[config.mk]
export PLATFORM = sky130hd
export DESIGN_NAME = decode_stage
export DESIGN_NICKNAME = d
export VERILOG_FILES = /design/src/rtl/decode_stage_pkg.sv /design/src/rtl/decode_stage_load_scoreboard.sv /design/src/rtl/decode_stage.sv
export SDC_FILE = /design/constraint.sdc
export NUM_CORES = 1
export LEC_CHECK = 0
export CORE_MARGIN = 4
export CORE_UTILIZATION = 43
export CTS_CLUSTER_SIZE = 25
export DETAILED_ROUTE_END_ITERATION = 10
export PLACE_DENSITY = 0.86
export SYNTH_ARGS = -nofsm -noshare
export SYNTH_HDL_FRONTEND = slang
export SYNTH_HIERARCHICAL = 1
export SYNTH_SLANG_ARGS = --single-unit
[constraint.sdc]
create_clock -name clk -period 8.25 [get_ports clk]
set_clock_uncertainty 0.1 [all_clocks]
set_input_delay 1.65 -clock clk [delete_from_list [all_inputs] [get_ports clk]]
set_output_delay 1.65 -clock clk [all_outputs]
set_load 0.02 [all_outputs]
[src/rtl/decode_stage_pkg.sv]
// Shared pa-upc decode definitions: opcodes, control-flag bit positions and
// instruction field positions, used by decode, execute and hazard logic.
package decode_stage_pkg;

    localparam int unsigned INSTR_W = 32;
    localparam int unsigned REG_W   = 5;
    localparam int unsigned OPC_W   = 7;
    localparam int unsigned FLAG_W  = 5;

    localparam logic [OPC_W-1:0] OP_ADD  = 7'h00;
    localparam logic [OPC_W-1:0] OP_SUB  = 7'h01;
    localparam logic [OPC_W-1:0] OP_MUL  = 7'h02;
    localparam logic [OPC_W-1:0] OP_LDB  = 7'h10;
    localparam logic [OPC_W-1:0] OP_LDW  = 7'h11;
    localparam logic [OPC_W-1:0] OP_STB  = 7'h12;
    localparam logic [OPC_W-1:0] OP_STW  = 7'h13;
    localparam logic [OPC_W-1:0] OP_BEQ  = 7'h30;
    localparam logic [OPC_W-1:0] OP_JUMP = 7'h31;

    // Positions within the {mem_read, mem_write, mem_byte, reg_write, mem_to_reg} vector
    localparam int unsigned FLAG_MEM_READ  = 4;
    localparam int unsigned FLAG_MEM_WRITE = 3;
    localparam int unsigned FLAG_MEM_BYTE  = 2;
    localparam int unsigned FLAG_REG_WRITE = 1;
    localparam int unsigned FLAG_MEM_TO_REG = 0;

    localparam int unsigned OPC_LSB     = 25;
    localparam int unsigned DST_LSB     = 20;
    localparam int unsigned SRC1_LSB    = 15;
    localparam int unsigned SRC2_LSB    = 10;
    localparam int unsigned MOFF_MSB    = 14;
    localparam int unsigned BOFF_LO_MSB = 9;

    typedef enum logic [2:0] {
        CLS_NOP,
        CLS_ALU,
        CLS_LOAD,
        CLS_STORE,
        CLS_BRANCH,
        CLS_JUMP
    } instr_class_e;

    function automatic instr_class_e classify(input logic [OPC_W-1:0] op);
        case (op)
            OP_ADD, OP_SUB, OP_MUL: return CLS_ALU;
            OP_LDB, OP_LDW:         return CLS_LOAD;
            OP_STB, OP_STW:         return CLS_STORE;
            OP_BEQ:                 return CLS_BRANCH;
            OP_JUMP:                return CLS_JUMP;
            default:                return CLS_NOP;
        endcase
    endfunction

    function automatic logic [FLAG_W-1:0] class_flags(input logic [OPC_W-1:0] op);
        logic [FLAG_W-1:0] f;
        f = '0;
        case (classify(op))
            CLS_ALU: f[FLAG_REG_WRITE] = 1'b1;
            CLS_LOAD: begin
                f[FLAG_MEM_READ]   = 1'b1;
                f[FLAG_REG_WRITE]  = 1'b1;
                f[FLAG_MEM_TO_REG] = 1'b1;
                f[FLAG_MEM_BYTE]   = (op == OP_LDB);
            end
            CLS_STORE: begin
                f[FLAG_MEM_WRITE] = 1'b1;
                f[FLAG_MEM_BYTE]  = (op == OP_STB);
            end
            default: f = '0;
        endcase
        return f;
    endfunction

endpackage

[src/rtl/decode_stage_load_scoreboard.sv]
// Load-use scoreboard: tracks load destinations for LOAD_LAT cycles after issue
// and flags when either enabled source register matches a busy entry.
module load_scoreboard
    import decode_stage_pkg::*;
#(
    parameter int unsigned LOAD_LAT = 2
) (
    input  logic             clk,
    input  logic             reset,
    input  logic             i_load_issue,
    input  logic [REG_W-1:0] i_load_dst,
    input  logic             i_src1_en,
    input  logic [REG_W-1:0] i_src1,
    input  logic             i_src2_en,
    input  logic [REG_W-1:0] i_src2,
    output logic             o_hit
);

    logic [LOAD_LAT-1:0] r_valid;
    logic [REG_W-1:0]    r_reg [LOAD_LAT];
    logic                w_push;
    logic                w_src1_chk;
    logic                w_src2_chk;

    // r0 is never a real destination, so it is never tracked
    assign w_push     = i_load_issue & (i_load_dst != '0);
    assign w_src1_chk = i_src1_en & (i_src1 != '0);
    assign w_src2_chk = i_src2_en & (i_src2 != '0);

    always_ff @(posedge clk or posedge reset) begin
        if (reset) begin
            r_valid <= '0;
            for (int unsigned i = 0; i < LOAD_LAT; i++) begin
                r_reg[i] <= '0;
            end
        end else begin
            r_valid[0] <= w_push;
            r_reg[0]   <= w_push ? i_load_dst : '0;
            for (int unsigned i = 1; i < LOAD_LAT; i++) begin
                r_valid[i] <= r_valid[i-1];
                r_reg[i]   <= r_reg[i-1];
            end
        end
    end

    always_comb begin
        o_hit = 1'b0;
        for (int unsigned i = 0; i < LOAD_LAT; i++) begin
            if (r_valid[i] && ((w_src1_chk && (r_reg[i] == i_src1)) ||
                               (w_src2_chk && (r_reg[i] == i_src2)))) begin
                o_hit = 1'b1;
            end
        end
    end

endmodule

[src/rtl/decode_stage.sv]
// pa-upc decode stage: one valid/ready instruction slot, combinational decode of
// the held instruction, load-use stall via load_scoreboard and a hazard counter.
module decode_stage
    import decode_stage_pkg::*;
#(
    parameter int unsigned XLEN     = 32,
    parameter int unsigned LOAD_LAT = 2,
    parameter int unsigned CNT_W    = 16
) (
    input  logic               clk,
    input  logic               reset,
    input  logic               in_valid,
    output logic               in_ready,
    input  logic [31:0]        in_instr,
    input  logic [XLEN-1:0]    in_pc,
    input  logic               flush,
    output logic               out_valid,
    input  logic               out_ready,
    output logic [XLEN-1:0]    out_pc,
    output logic [6:0]         out_opcode,
    output logic [4:0]         out_dst_reg,
    output logic [4:0]         out_src_reg_1,
    output logic [4:0]         out_src_reg_2,
    output logic [XLEN-1:0]    out_mem_offset,
    output logic [XLEN-1:0]    out_brn_offset,
    output logic [19:0]        out_jmp_offset,
    output logic               out_alu_imm_src,
    output logic               out_mem_read,
    output logic               out_mem_write,
    output logic               out_mem_byte,
    output logic               out_reg_write,
    output logic               out_mem_to_reg,
    output logic               out_branch,
    output logic               out_jump,
    output logic               stall_hazard,
    output logic [CNT_W-1:0]   hazard_cycles
);

    logic                r_hold_valid;
    logic [INSTR_W-1:0]  r_hold_instr;
    logic [XLEN-1:0]     r_hold_pc;
    logic [CNT_W-1:0]    r_hazard_cycles;

    logic [OPC_W-1:0]    w_opcode;
    instr_class_e        w_class;
    logic [FLAG_W-1:0]   w_flags;
    logic                w_src1_en;
    logic                w_src2_en;
    logic                w_hit;
    logic                w_issue;
    logic                w_capture;
    logic                w_load_issue;
    logic [14:0]         w_brn_raw;

    assign w_opcode = r_hold_instr[OPC_LSB +: OPC_W];
    assign w_class  = classify(w_opcode);
    assign w_flags  = class_flags(w_opcode);

    always_comb begin
        w_src1_en = 1'b0;
        w_src2_en = 1'b0;
        case (w_class)
            CLS_ALU, CLS_STORE, CLS_BRANCH: begin
                w_src1_en = 1'b1;
                w_src2_en = 1'b1;
            end
            CLS_LOAD: w_src1_en = 1'b1;
            default: begin
                w_src1_en = 1'b0;
                w_src2_en = 1'b0;
            end
        endcase
    end

    assign stall_hazard = r_hold_valid & w_hit;
    assign out_valid    = r_hold_valid & ~stall_hazard;
    assign w_issue      = out_valid & out_ready;
    assign in_ready     = ~r_hold_valid | w_issue | flush;
    assign w_capture    = in_valid & in_ready & ~flush;
    assign w_load_issue = w_issue & (w_class == CLS_LOAD);

    // Flush wins over capture; an instruction offered alongside flush is consumed and dropped
    always_ff @(posedge clk or posedge reset) begin
        if (reset) begin
            r_hold_valid <= 1'b0;
            r_hold_instr <= '0;
            r_hold_pc    <= '0;
        end else begin
            if (flush) begin
                r_hold_valid <= 1'b0;
            end else if (w_capture) begin
                r_hold_valid <= 1'b1;
            end else if (w_issue) begin
                r_hold_valid <= 1'b0;
            end
            if (w_capture) begin
                r_hold_instr <= in_instr;
                r_hold_pc    <= in_pc;
            end
        end
    end

    always_ff @(posedge clk or posedge reset) begin
        if (reset) begin
            r_hazard_cycles <= '0;
        end else if (stall_hazard && (r_hazard_cycles != '1)) begin
            r_hazard_cycles <= r_hazard_cycles + CNT_W'(1);
        end
    end

    load_scoreboard #(
        .LOAD_LAT (LOAD_LAT)
    ) u_scoreboard (
        .clk          (clk),
        .reset        (reset),
        .i_load_issue (w_load_issue),
        .i_load_dst   (r_hold_instr[DST_LSB +: REG_W]),
        .i_src1_en    (w_src1_en),
        .i_src1       (r_hold_instr[SRC1_LSB +: REG_W]),
        .i_src2_en    (w_src2_en),
        .i_src2       (r_hold_instr[SRC2_LSB +: REG_W]),
        .o_hit        (w_hit)
    );

    assign w_brn_raw = {r_hold_instr[DST_LSB +: REG_W], r_hold_instr[BOFF_LO_MSB:0]};

    assign out_pc         = r_hold_pc;
    assign out_opcode     = w_opcode;
    assign out_dst_reg    = r_hold_instr[DST_LSB +: REG_W];
    assign out_src_reg_1  = r_hold_instr[SRC1_LSB +: REG_W];
    assign out_src_reg_2  = r_hold_instr[SRC2_LSB +: REG_W];
    assign out_mem_offset = {{(XLEN-15){r_hold_instr[MOFF_MSB]}}, r_hold_instr[MOFF_MSB:0]};
    assign out_brn_offset = {{(XLEN-17){w_brn_raw[14]}}, w_brn_raw, 2'b00};
    assign out_jmp_offset = {r_hold_instr[DST_LSB +: REG_W], r_hold_instr[MOFF_MSB:0]};

    assign out_mem_read    = out_valid & w_flags[FLAG_MEM_READ];
    assign out_mem_write   = out_valid & w_flags[FLAG_MEM_WRITE];
    assign out_mem_byte    = out_valid & w_flags[FLAG_MEM_BYTE];
    assign out_reg_write   = out_valid & w_flags[FLAG_REG_WRITE];
    assign out_mem_to_reg  = out_valid & w_flags[FLAG_MEM_TO_REG];
    assign out_alu_imm_src = out_mem_read | out_mem_write;
    assign out_branch      = out_valid & (w_class == CLS_BRANCH);
    assign out_jump        = out_valid & (w_class == CLS_JUMP);

    assign hazard_cycles = r_hazard_cycles;

endmodule

==> impl_summary.md <==
Synth
Among all flip-flop cells after synthesis, the most frequent one is sky130_fd_sc_hd__dfrtp_1. The number of standard cells after synthesis is 368. The proportion of synthesized chip area in sequential cells is 0.509. Synthesis inferred 93 register bits.

Counting flops with a built-in enable in the synthesized netlist gives 0. In the synthesized netlist the async set-or-reset flop fraction comes to 1.00. The synthesized netlist contains 39 unique library cells.

After synthesis, the mean cell area works out to around 12 um^2. The synthesis warning total is 6. The total standard cell area after synthesis is 4580 um^2.

Critical path
The critical-path cell with the highest stage delay is sky130_fd_sc_hd__clkdlybuf4s50_1. The category of the worst setup path launch point is a register. The maximum cell stage delay along the critical path is between 0.6 and 0.7 ns. The largest fanout on the critical path is 24. The worst setup path is captured at a primary output.

Together, buffers and inverters on the worst path number 1. Broken down by cell family, the worst path's largest delay share belongs to simple AND/OR/NAND/NOR gates. The worst setup path is of the register to primary output kind.

The required arrival time at the worst endpoint is 6.50 ns. STA puts the critical path data arrival time at roughly 3.3 ns. The critical path goes through or4_1 > o21ai_1 > o22ai_1 > nand2b_1 > nor3_1 > nand2_1 > nor2_1 > clkdlybuf4s50_1.

STA
Setup total negative slack on the finished layout was measured at 0 ns. The hold violation total from the final report came to 0. Setup repair after global routing left no endpoint under its margin. The peak clock frequency supported by timing is between 150 and 200 MHz. The number of pins with negative max-slew slack in the final report came to 0.

The number of failing setup endpoints in the final timing report is 0. The normalized max-slew margin is 0.572. For the pin with the worst max-slew slack, the measured transition is 0.642 ns.

Of the available clock period, the critical path in the final layout requires 0.612. After layout, the minimum clock period comes to 5.05 ns. Setup slack closes at ~3.2 ns.

Placed design
Summed over all nets, the half-perimeter wirelength after detailed placement is a little under 9000 um. The worst slack at placement is around 3.3 ns. At the end of routability-driven placement, the weighted congestion stood at around 0.88. Port buffering added roughly 230 buffers. After detailed placement, the design holds a cell count of 657.

Floorplan
The number of top-level design ports is around 230. The die extent in x is 111 um. The core outline area is roughly 10000 um^2. The die is 111 um tall. The die area is ~12000 um^2.

The starting density of the core is 0.443. Row generation in the floorplan step produced 37 rows.

Run status
The flow ran to the end, and the final reports show no timing, DRC or antenna violations.

Detailed routing
The per-cell via count in the routed design is between 4 and 5. The number of vias after detailed routing is around 3200. The average wire per standard cell is roughly 17 um. The post-detailed-route DRC marker count is 0. The detailed router's first-iteration violation count is 75. The first-pass detailed-route iteration total is 4. The final layout contains routed wiring with a total length of 11400 um.

Once detail routing completed, the nets flagged for antenna violations numbered 0.

Global route
The number of global-route vias before repair is approximately 3500. The pin count of the biggest net entering global routing is 51. The number of antenna violations at the first check in global routing is 0. The all-layer global routing usage is 0.184. The first global-routing pass estimated between 15000 and 20000 um of wire. The overflow left after global routing is 0.

Final layout
Of the cells placed in the final design, the portion with a size suffix greater than 1 is 0.179. The area growth from synthesis to final layout is 45.7%. The layout net count is roughly 600. Leaving out filler cells and counting taps, the final layout contains between 600 and 700.

The number of inserted diodes is 0.

Power
The share of total power consumed by net switching is 0.332. The share of total power dissipated in the clock network is 0.206. Dividing total power by cell area gives a power density of a little over 200 nW/um^2. The analysis attributes to net switching a power of roughly 0.00046 W. The proportion of power drawn by combinational gates is 0.380. For this design the static power due to leakage is 2.83 nW. The power share of the sequential group is 0.414. The worst-case IR drop observed on VDD is around 0.00011 V.

Power comes to 0.00138 W. The internal power component is 0.000921 W.

Clock tree
Counting the buffers created by CTS gives 9. The post-cts repair resize count is 0. The cell at the root of the clock tree is sky130_fd_sc_hd__clkbuf_8. The clock transition time at the flip-flop clock pins of the worst setup and hold paths is roughly 0.080 ns. The later pin in the worst-skew pair is clocked with a latency of ~0.34 ns. The H-tree was split into 3 levels. The number of hold buffers added after CTS was 0. The clock tree from TritonCTS is yes. The number of setup buffers added after CTS is 0. The clock drives 93 sinks. The deepest clock path buffer count is 2.

Flow run
Across the run, the number of max-cap violations was 0.

Worst hold path
The path class of the tightest hold or removal check is register to register.
[layout by cell type, fill, tap and decap left out, drive strengths merged, types with 2 or more instances in the layout]
cell type      instances
or4                    3
nor4b                  3
or2                    2
clkdlybuf4s50        231
o21a                   2
nor2                  11
nor3                   6
o21ai                  5
xor2                  28
nor4                  10
xnor2                  4
inv                    9
nand2b                 2
buf                    3
conb                   2
nand3                  5
dfrtp                 93
and2                   8
mux2                  67
clkbuf                13
nand2                  9
a32oi                  2
clkinv                 4
nand4                  5
[cell usage after synthesis, types with 2 or more instances]
cell type | instances | area, um^2
sky130_fd_sc_hd__nor4_1 | 9 | 56.3
sky130_fd_sc_hd__a32oi_1 | 2 | 17.5
sky130_fd_sc_hd__nor4b_2 | 2 | 30.0
sky130_fd_sc_hd__nand3_1 | 4 | 20.0
sky130_fd_sc_hd__o21a_1 | 2 | 15.0
sky130_fd_sc_hd__nor2_1 | 10 | 37.5
sky130_fd_sc_hd__xnor2_1 | 4 | 35.0
sky130_fd_sc_hd__dfrtp_1 | 93 | 2330
sky130_fd_sc_hd__or2_2 | 2 | 12.5
sky130_fd_sc_hd__o21ai_0 | 3 | 15.0
sky130_fd_sc_hd__inv_1 | 10 | 37.5
sky130_fd_sc_hd__and2_1 | 8 | 50.1
sky130_fd_sc_hd__or4_1 | 3 | 22.5
sky130_fd_sc_hd__mux2_2 | 66 | 743
sky130_fd_sc_hd__nor3_1 | 6 | 30.0
sky130_fd_sc_hd__nand2b_1 | 2 | 12.5
sky130_fd_sc_hd__buf_4 | 81 | 608
sky130_fd_sc_hd__o21ai_1 | 2 | 10.0
sky130_fd_sc_hd__xor2_1 | 28 | 245
sky130_fd_sc_hd__nand2_1 | 9 | 33.8
sky130_fd_sc_hd__nand4_1 | 4 | 25.0
[cells by family after synthesis]
group / after synthesis / share of synthesized area
AO/OA/AOI/OAI: 14 / 0.0252
XOR/XNOR: 32 / 0.0613
adder cells (fa/ha/maj): 1 / 0.00273
buffers and inverters: 92 / 0.142
flip-flops: 93 / 0.509
multiplexers: 68 / 0.168
other: 1 / 0.000820
AND/OR/NAND/NOR: 67 / 0.0913
[layout make-up]
class / instances / area [um^2]
Multi-Input combinational cell: 184 / 1610
Sequential cell: 93 / 2330
Clock inverter: 3 / 18.8
Fill cell: 784 / 3660
Tap cell: 136 / 170
Clock buffer: 13 / 169
Inverter: 10 / 38.8
Timing Repair Buffer: 234 / 2330
[worst paths after layout]
path / start / end / slack, ns / depth (start not counted)
max reg2reg: r_hold_instr[14] / r_hold_instr[25] / 5.10 / 7
min: u_scoreboard/r_valid[0] / u_scoreboard/r_valid[1] / 0.30 / 0
max: r_hold_instr[14] / out_mem_to_reg / 3.20 / 8
max in group asynchronous: reset / out_pc[21] / 5.42 / 3
min reg2reg: u_scoreboard/r_valid[0] / u_scoreboard/r_valid[1] / 0.30 / 0
min in group asynchronous: reset / u_scoreboard/r_reg[1] / 1.57 / 2
[power by group through the flow]
stage | combinational, W | clock, W | sequential (W)
floorplan | 0.000260 | 0 | 0.000636
global placement | 0.000521 | 0 | 0.000576
detailed placement | 0.000527 | 0 | 0.000582
CTS | 0.000530 | 0.000295 | 0.000572
global route | 0.000549 | 0.000315 | 0.000583
finish | 0.000523 | 0.000284 | 0.000570
[routing by layer]
layer / global-route usage / wire length (um) / up-vias
met5: 0 / 0 / -
met4: 0.0641 / 218 / 0
met3: 0.0617 / 916 / 16
met2: 0.331 / 5880 / 138
met1: 0.204 / 4350 / 1575
li1: - / - / 1510
[per-stage QoR]
stage          area (um^2)  hold WS, ns  utilization
2_1_floorplan         4580        0.259            -
3_3_place_gp          6480        0.277        0.627
3_5_place_dp          6480        0.282        0.627
4_1_cts               6670        0.301        0.646
6_report              6670        0.302        0.646
5_1_grt               6670        0.316        0.646
[worst register-to-register path: stages, from the launching register on]
cell and delay (ns):
sky130_fd_sc_hd__dfrtp_1 0.62, sky130_fd_sc_hd__or4_1 0.52, sky130_fd_sc_hd__o21ai_1 0.13, sky130_fd_sc_hd__o22ai_1 0.20
sky130_fd_sc_hd__o21ai_0 0.30, sky130_fd_sc_hd__nor3b_2 0.26, sky130_fd_sc_hd__buf_4 0.48, sky130_fd_sc_hd__mux2_2 0.43
No activity file was read; power rests on OpenSTA's default activity.
